File: config.mk
export PLATFORM = sky130hd
export DESIGN_NAME = sm_acc_ctrl
export DESIGN_NICKNAME = d
export VERILOG_FILES = /design/src/rtl/sm_acc_ctrl.sv
export SDC_FILE = /design/constraint.sdc
export NUM_CORES = 1
export LEC_CHECK = 0
export CAP_MARGIN = 20
export CORE_AREA = 2 2 92 50
export DETAILED_ROUTE_END_ITERATION = 10
export DIE_AREA = 0 0 94 52
export SETUP_SLACK_MARGIN = 0.02
export SLEW_MARGIN = 20
export SYNTH_ARGS = -nofsm -noshare
export SYNTH_HDL_FRONTEND = slang
export SYNTH_SLANG_ARGS = --single-unit
File: constraint.sdc
create_clock -name clk -period 3.2 [get_ports clk]
set_clock_uncertainty 0.05 [all_clocks]
set_input_delay 0.64 -clock clk [delete_from_list [all_inputs] [get_ports clk]]
set_output_delay 0.64 -clock clk [all_outputs]
set_load 0.05 [all_outputs]
File: src/rtl/sm_acc_ctrl.sv
// ============================================================================
// Module : sm_acc_ctrl (with helper sign_mag_add)
// Brief  : Tick-driven sign-magnitude accumulator with saturation, sticky
//          overflow and an accepted-operation counter.
// Rev    : 1.0  initial release
// ============================================================================
`default_nettype none

module sign_mag_add #(
  parameter int N = 4
) (
  input  logic [N-1:0] i_a,
  input  logic [N-1:0] i_b,
  output logic [N-1:0] o_sum
);
  logic [N-2:0] w_mag_a, w_mag_b, w_max, w_min, w_mag_sum;
  logic         w_sign_a, w_sign_b, w_sign_sum;

  assign w_mag_a  = i_a[N-2:0];
  assign w_mag_b  = i_b[N-2:0];
  assign w_sign_a = i_a[N-1];
  assign w_sign_b = i_b[N-1];

  always_comb begin
    if (w_mag_a > w_mag_b) begin
      w_max      = w_mag_a;
      w_min      = w_mag_b;
      w_sign_sum = w_sign_a;
    end else begin
      w_max      = w_mag_b;
      w_min      = w_mag_a;
      w_sign_sum = w_sign_b;
    end
    if (w_sign_a == w_sign_b) w_mag_sum = w_max + w_min;
    else                      w_mag_sum = w_max - w_min;
  end

  assign o_sum = {w_sign_sum, w_mag_sum};
endmodule

module sm_acc_ctrl #(
  parameter int N     = 4,
  parameter int CNT_W = 8
) (
  input  logic             clk,
  input  logic             reset,
  input  logic             clr,
  input  logic             add_tick,
  input  logic             sub_tick,
  input  logic [N-1:0]     din,
  output logic [N-1:0]     acc,
  output logic             ovf,
  output logic             busy,
  output logic             done_tick,
  output logic [CNT_W-1:0] op_cnt
);
  localparam logic [N-2:0] c_MAX = '1;

  typedef enum logic [1:0] {
    IDLE = 2'd0,
    ADD  = 2'd1,
    DONE = 2'd2
  } state_t;

  state_t           r_state;
  logic [N-1:0]     r_acc, r_op;
  logic             r_ovf, r_busy, r_done;
  logic [CNT_W-1:0] r_op_cnt;

  logic [N-1:0] w_core;
  logic [N-1:0] w_op_next;
  logic [N-1:0] w_res;
  logic [N-1:0] w_mag_ext;
  logic [N-2:0] w_res_mag;
  logic         w_tick, w_sub, w_same, w_sat;

  assign w_tick = add_tick | sub_tick;
  assign w_sub  = sub_tick & ~add_tick;
  // Zero-magnitude operands always carry a positive sign so no -0 enters the adder.
  assign w_op_next = {(din[N-1] ^ w_sub) & (|din[N-2:0]), din[N-2:0]};

  sign_mag_add #(.N(N)) u_core (
    .i_a   (r_acc),
    .i_b   (r_op),
    .o_sum (w_core)
  );

  // One extra bit above the magnitude exposes the carry the core drops.
  assign w_mag_ext = {1'b0, r_acc[N-2:0]} + {1'b0, r_op[N-2:0]};
  assign w_same    = (r_acc[N-1] == r_op[N-1]);
  assign w_sat     = w_same & w_mag_ext[N-1];
  assign w_res_mag = w_sat ? c_MAX : w_core[N-2:0];
  assign w_res     = {w_core[N-1] & (|w_res_mag), w_res_mag};

  always_ff @(posedge clk or posedge reset) begin
    if (reset) begin
      r_state  <= IDLE;
      r_acc    <= '0;
      r_op     <= '0;
      r_ovf    <= 1'b0;
      r_busy   <= 1'b0;
      r_done   <= 1'b0;
      r_op_cnt <= '0;
    end else if (clr) begin
      r_state  <= IDLE;
      r_acc    <= '0;
      r_op     <= '0;
      r_ovf    <= 1'b0;
      r_busy   <= 1'b0;
      r_done   <= 1'b0;
      r_op_cnt <= '0;
    end else begin
      case (r_state)
        IDLE: begin
          if (w_tick) begin
            r_op     <= w_op_next;
            r_op_cnt <= r_op_cnt + CNT_W'(1);
            r_state  <= ADD;
            r_busy   <= 1'b1;
          end
        end
        ADD: begin
          r_acc   <= w_res;
          if (w_sat) r_ovf <= 1'b1;
          r_state <= DONE;
          r_done  <= 1'b1;
        end
        DONE: begin
          r_state <= IDLE;
          r_busy  <= 1'b0;
          r_done  <= 1'b0;
        end
        default: begin
          r_state <= IDLE;
          r_busy  <= 1'b0;
          r_done  <= 1'b0;
        end
      endcase
    end
  end

  assign acc       = r_acc;
  assign ovf       = r_ovf;
  assign busy      = r_busy;
  assign done_tick = r_done;
  assign op_cnt    = r_op_cnt;
endmodule

`default_nettype wire

* Word level (Yosys, flattened, before mapping)
Index checks and enable logic that the tools add are counted.
** Storage, ports and cells
- Flip-flop bits (word level) :: 21
- Bits of input ports :: 9
- Logic and storage cells :: 58
** Cells by class
- $add $sub $neg :: 4
- Order comparisons :: 1
- Equal/unequal tests :: 5
- Mux-type cells :: 24
- Bitwise logic cells :: 7
- Reduce and logical (&&, ||, !) cells :: 10
** Operator list (count)
- $mux W8 :: 3
- $mux W4 :: 5
- $mux W3 :: 4
- $add A8 B1 Y8 const B :: 1
- $reduce_bool A2 Y1 :: 4
- $mux W1 :: 7
- $reduce_and A2 Y1 :: 3
- $reduce_or A3 Y1 :: 2
- $add A3 B3 Y4 :: 1
- $and A1 B1 Y1 :: 4
- $mux W2 :: 2
- $ne A2 B2 Y1 const B :: 2
- $pmux W1 S2 :: 2
- $pmux W2 S2 :: 1
- $add A3 B3 Y3 :: 1
- $gt A3 B3 Y1 :: 1
- $ne A3 B3 Y1 const B :: 1
- $sub A3 B3 Y3 :: 1
- $eq A2 B1 Y1 const B :: 1
- $logic_not A2 Y1 :: 1
- $eq A1 B1 Y1 :: 1
- $not A1 Y1 :: 1
- $or A1 B1 Y1 :: 1
- $xor A1 B1 Y1 :: 1

* Logic depth before layout (Yosys ltp)
- Word-level depth :: 9
- Mapped depth :: 15
- Gate-level depth less buffers :: 15

* By module
From an unflattened synthesis, not the netlist that was laid out.
** Unflattened totals
- Cell total of the unflattened synthesis :: 129
- Area, all modules :: 1276.2 µm²
** By module, submodules not included
- sm_acc_ctrl :: times used 1, cells an instance 93, area an instance 985.9 µm²
- sign_mag_add :: times used 1, cells an instance 36, area an instance 290.3 µm²

* Least setup slack after synthesis
Ideal clock, no wire load.
- Path kind :: reg2reg
- Start :: register r_acc[1], in the netlist acc[1]
- End :: register r_acc[3], in the netlist acc[3]
- Arrival time :: 3.372 ns
- Data required time :: 3.029 ns
- Setup slack :: -0.343 ns
- Stages on the path, launching flop included :: 15
- Path through :: dfrtp_1 -> ha_1 -> nor2b_2 -> o21ai_2 -> a32oi_2 -> mux2i_1 -> ha_1 -> nor2_1 -> a21o_1 -> fa_1 -> xnor2_1 -> xnor2_1 -> xnor2_1 -> nand4_1 -> a32o_2
** On the way
- Word-level cells in the longest chain between the ends :: 9
- Elaborated cells between the ends (all ways) :: 14
** Ends and longest elaborated chain
- start: declaration :: line 66 : logic [N-1:0] r_acc, r_op;
- start signal: assignment :: line 123 : r_acc <= w_res;
- $gt A3 B3 Y1 :: line 25 : if (w_mag_a > w_mag_b) begin
- $mux W3 :: line 25
- $sub A3 B3 Y3 or $add A3 B3 Y3 (tied branches) :: line 35, 34
- $mux W3 :: line 34 : if (w_sign_a == w_sign_b) w_mag_sum = w_max + w_min;
- $mux W3 :: line 92 : assign w_res_mag = w_sat ? c_MAX : w_core[N-2:0];
- $reduce_or A3 Y1 :: line 93 : assign w_res = {w_core[N-1] & (|w_res_mag), w_res_mag};
- $and A1 B1 Y1 (*) :: line 93
- $mux W4 (*) :: line 113 : case (r_state)
- $mux W4 (*) :: line 104 : end else if (clr) begin
Every way passes the cells marked *; elsewhere a longest branch is shown, timed or not. The select of a mux whose other input is x is not followed.
A chain may end at the register's enable or synchronous reset.

* Final worst setup path
Ends and elaborated chain as after synthesis.

==> flow_summary.yaml <==
run_status:
  outcome: "complete, but fails checks"
  violations: "negative setup slack"
sta:
  fmax_ghz: 0.305
  hold_slack_ns: 0.442
  slew-limit-headroom_pct: 46.1
  min_period_ns: 3.28
  finalSetupViolations: 1
  rsz0062_at_grt: "yes"
  fin_crit_sh_pct: 102
  slew_viol_final: 0
  tightestPinTransition_ns: 0.808
  hold_viol_final: 0
  worst_slack_ns: -0.0763
drt:
  wl_per_cell_um: 13.5
  drc_errors: 0
  post_drt_via_cell_ratio: 4.46
  drt-total-wl_um: 2820
  ant_nets: 0
  vias: 928
  dr.pass1.iters: 4
  drt_iter0_drc: 32
clock_network:
  clk_pin_slew_worst_paths_ns: 0.08
  clock_sinks: 21
  h-tree-depth: 1
  cts_hold_buffers: 0
  root_buffer: "clkbuf_8"
  clock_latency_ns: 0.26
  cts_buffer_depth: 2
  cts_tree: "built"
  cts_buffers: 3
floorplanning:
  ios: 24
  core-area_sq_mm: 0.00415
  die-area_sq_mm: 0.00489
  rows: 17
  die_h_um: 52
  die_w_um: 94
  initial_core_util_pct: 28.1
critical_path:
  cp.depth: 14
  cp.required_ns: 3.31
  path_common_cell: "xnor2_2"
  cp-start-kind: "register"
  critical-path-max-stage-delay_ns: 0.43
  cp_num_buf_inv: 0
  worstSetupPathType: "reg -> reg"
  crit_chain: "ha_4 -> nor2b_4 -> o21ai_2 -> a32oi_2 -> mux2i_2 -> ha_1 -> nor2_1 -> a21o_1 -> fa_2 -> xnor2_2 -> xnor2_2 -> xnor2_2 -> nand4_1 -> a32o_2"
  crit_path_end_kind: "register"
  critPathTopFamily: "adder cells"
  path_max_fanout: 3
  crit_slowest_cell: "dfrtp_2"
  arrival_ns: 3.39
  rr_worst_depth: 14
synth:
  async_flop_share_pct: 100
  ys_seq_elements: 21
  synth_largest_area_cell: "dfrtp_1"
  syn-instance-count: 113
  ys_warn_count: 0
  syn_nets: 131
  synth_edf_count: 0
  syn_area_sq_mm: 0.00117
  synthTopCellsByArea: "dfrtp_1, ha_1, xnor2_1"
  syn_avg_cell_area_sq_um: 10.3
  ys_types: 35
  yosysSeqAreaShare_pct: 45.1
  netlist.area_leader.share_pct: 45.1
  ys.flop_type: "dfrtp_1"
place:
  place_hpwl_um: 2120
  gp_congestion: 0.785
  dp.cells: 199
  portBuffers: 23
  place_ws_ns: -0.0595
run:
  maxCapViolCount: 0
global_routing:
  globalRouteOverflowTotal: 0
  grt_pass1_wl_um: 4510
  antenna_found_initial: 0
  grt_usage_pct: 12.3
  grt_pass1_vias: 919
  grt_max_degree: 22
pwr:
  ir_worst_vdd_mv: 0.152
  p_leak_nw: 0.722
  p_per_area_mw_per_mm2: 439
finish:
  antenna_cells: 0
  fillers: 411
  drive_above_1_share_pct: 22.5
  area_growth_syn_to_layout_pct: 41.7
  fin_nets: 170
  final_cells: 208
hold_path:
  min_path_cells: 1
  hold_class: "reg -> reg"
==> routing by layer <==
metal	vias up	part of all wire (%)	GRT usage (%)
li1	464	-	-
met1	450	55	18.6
met2	10	42	17.3
met3	4	2.2	3.48
met4	0	1.1	2.90
met5	-	0	0
==> final timing paths <==
path	start	endpoint	slack [ns]
setup / recovery	acc[1]$_DFFE_PP0P_	acc[3]$_DFFE_PP0P_	-0.08
hold / removal	done_tick$_DFFE_PP0N_	done_tick$_DFFE_PP0N_	0.44
setup reg to reg	acc[1]$_DFFE_PP0P_	acc[3]$_DFFE_PP0P_	-0.08
hold reg to reg	done_tick$_DFFE_PP0N_	done_tick$_DFFE_PP0N_	0.44
max in group asynchronous	reset	acc[1]$_DFFE_PP0P_	1.76
min in group asynchronous	reset	acc[3]$_DFFE_PP0P_	0.78
==> power by group <==
part	switching [W]	leakage [nW]	internal, W
sequential	0.0000144	0.280	0.000281
combinational	0.000130	0.416	0.000123
clock	0.0000890	0.0255	0.0000869
total	0.000234	0.722	0.000492
==> registers in the layout (all words and copies together), names as in the netlist <==
name,count
acc,4
busy,1
done_tick,1
op_cnt,8
ovf,1
r_op,4
r_state,2
==> timing repair <==
| action | in CTS | in global routing |
|---|---|---|
| gates resized for setup | 2 | 3 |
| pin swaps | 9 | 9 |
| setup buffers | 5 | 1 |
| endpoints found under the setup margin | 1 | 2 |
==> cell usage after synthesis (3+ instances only) <==
master and instances:
xnor2_1 7, mux2i_1 3, inv_1 10, nand2_1 11
a21o_1 3, ha_1 8, o21ai_1 4, dfrtp_1 21
a21oi_1 5, nor2_1 7
==> layout make-up <==
| type | count | area (sq um) | share of cell area (%) |
|---|---|---|---|
| clock inverters | 1 | 5.00 | 0.303 |
| clock buffers | 3 | 41.3 | 2.50 |
| repair buffers | 36 | 328 | 19.8 |
| flip-flops and latches | 21 | 529 | 32.0 |
| well taps | 57 | 71.3 | 4.31 |
| multi-input cells | 80 | 641 | 38.8 |
| inverters | 10 | 37.5 | 2.27 |
==> logic make-up (layout without fill, tap and decap cells) <==
group / count (synthesis) / after routing / synth area share, %
simple gates: 31 / 31 / 12.9
compound gates: 26 / 26 / 16.2
xor+xnor: 9 / 9 / 6.76
buf+inv: 12 / 50 / 3.97
flops: 21 / 21 / 45.1
mux: 5 / 5 / 4.83
fa+ha+maj: 9 / 9 / 10.3
==> layout by cell type, fill, tap and decap left out, types with 3 or more instances in the layout <==
master,synthesis,final
a21o_1,3,3
o21ai_1,4,4
xnor2_1,7,4
xnor2_2,0,3
inv_1,10,10
ha_1,8,7
clkdlybuf4s50_1,0,23
nor2_1,7,7
buf_4,0,13
nand2_1,11,11
a21oi_1,5,5
clkbuf_8,0,3
dfrtp_2,0,3
dfrtp_1,21,18
==> per-stage QoR <==
| stage | setup TNS [ns] | power, W | area (sq um) | util (%) |
|---|---|---|---|---|
| floorplan | -0.114 | 0.000443 | 1180 | - |
| global placement | 0 | 0.000513 | 1540 | 37.1 |
| detailed placement | -0.0595 | 0.000518 | 1540 | 37.1 |
| CTS | -0.0637 | 0.000723 | 1630 | 39.4 |
| global route | -0.351 | 0.000768 | 1650 | 39.8 |
| finish | -0.0763 | 0.000725 | 1650 | 39.8 |
Note: power is estimated with default switching activity, not from simulation.
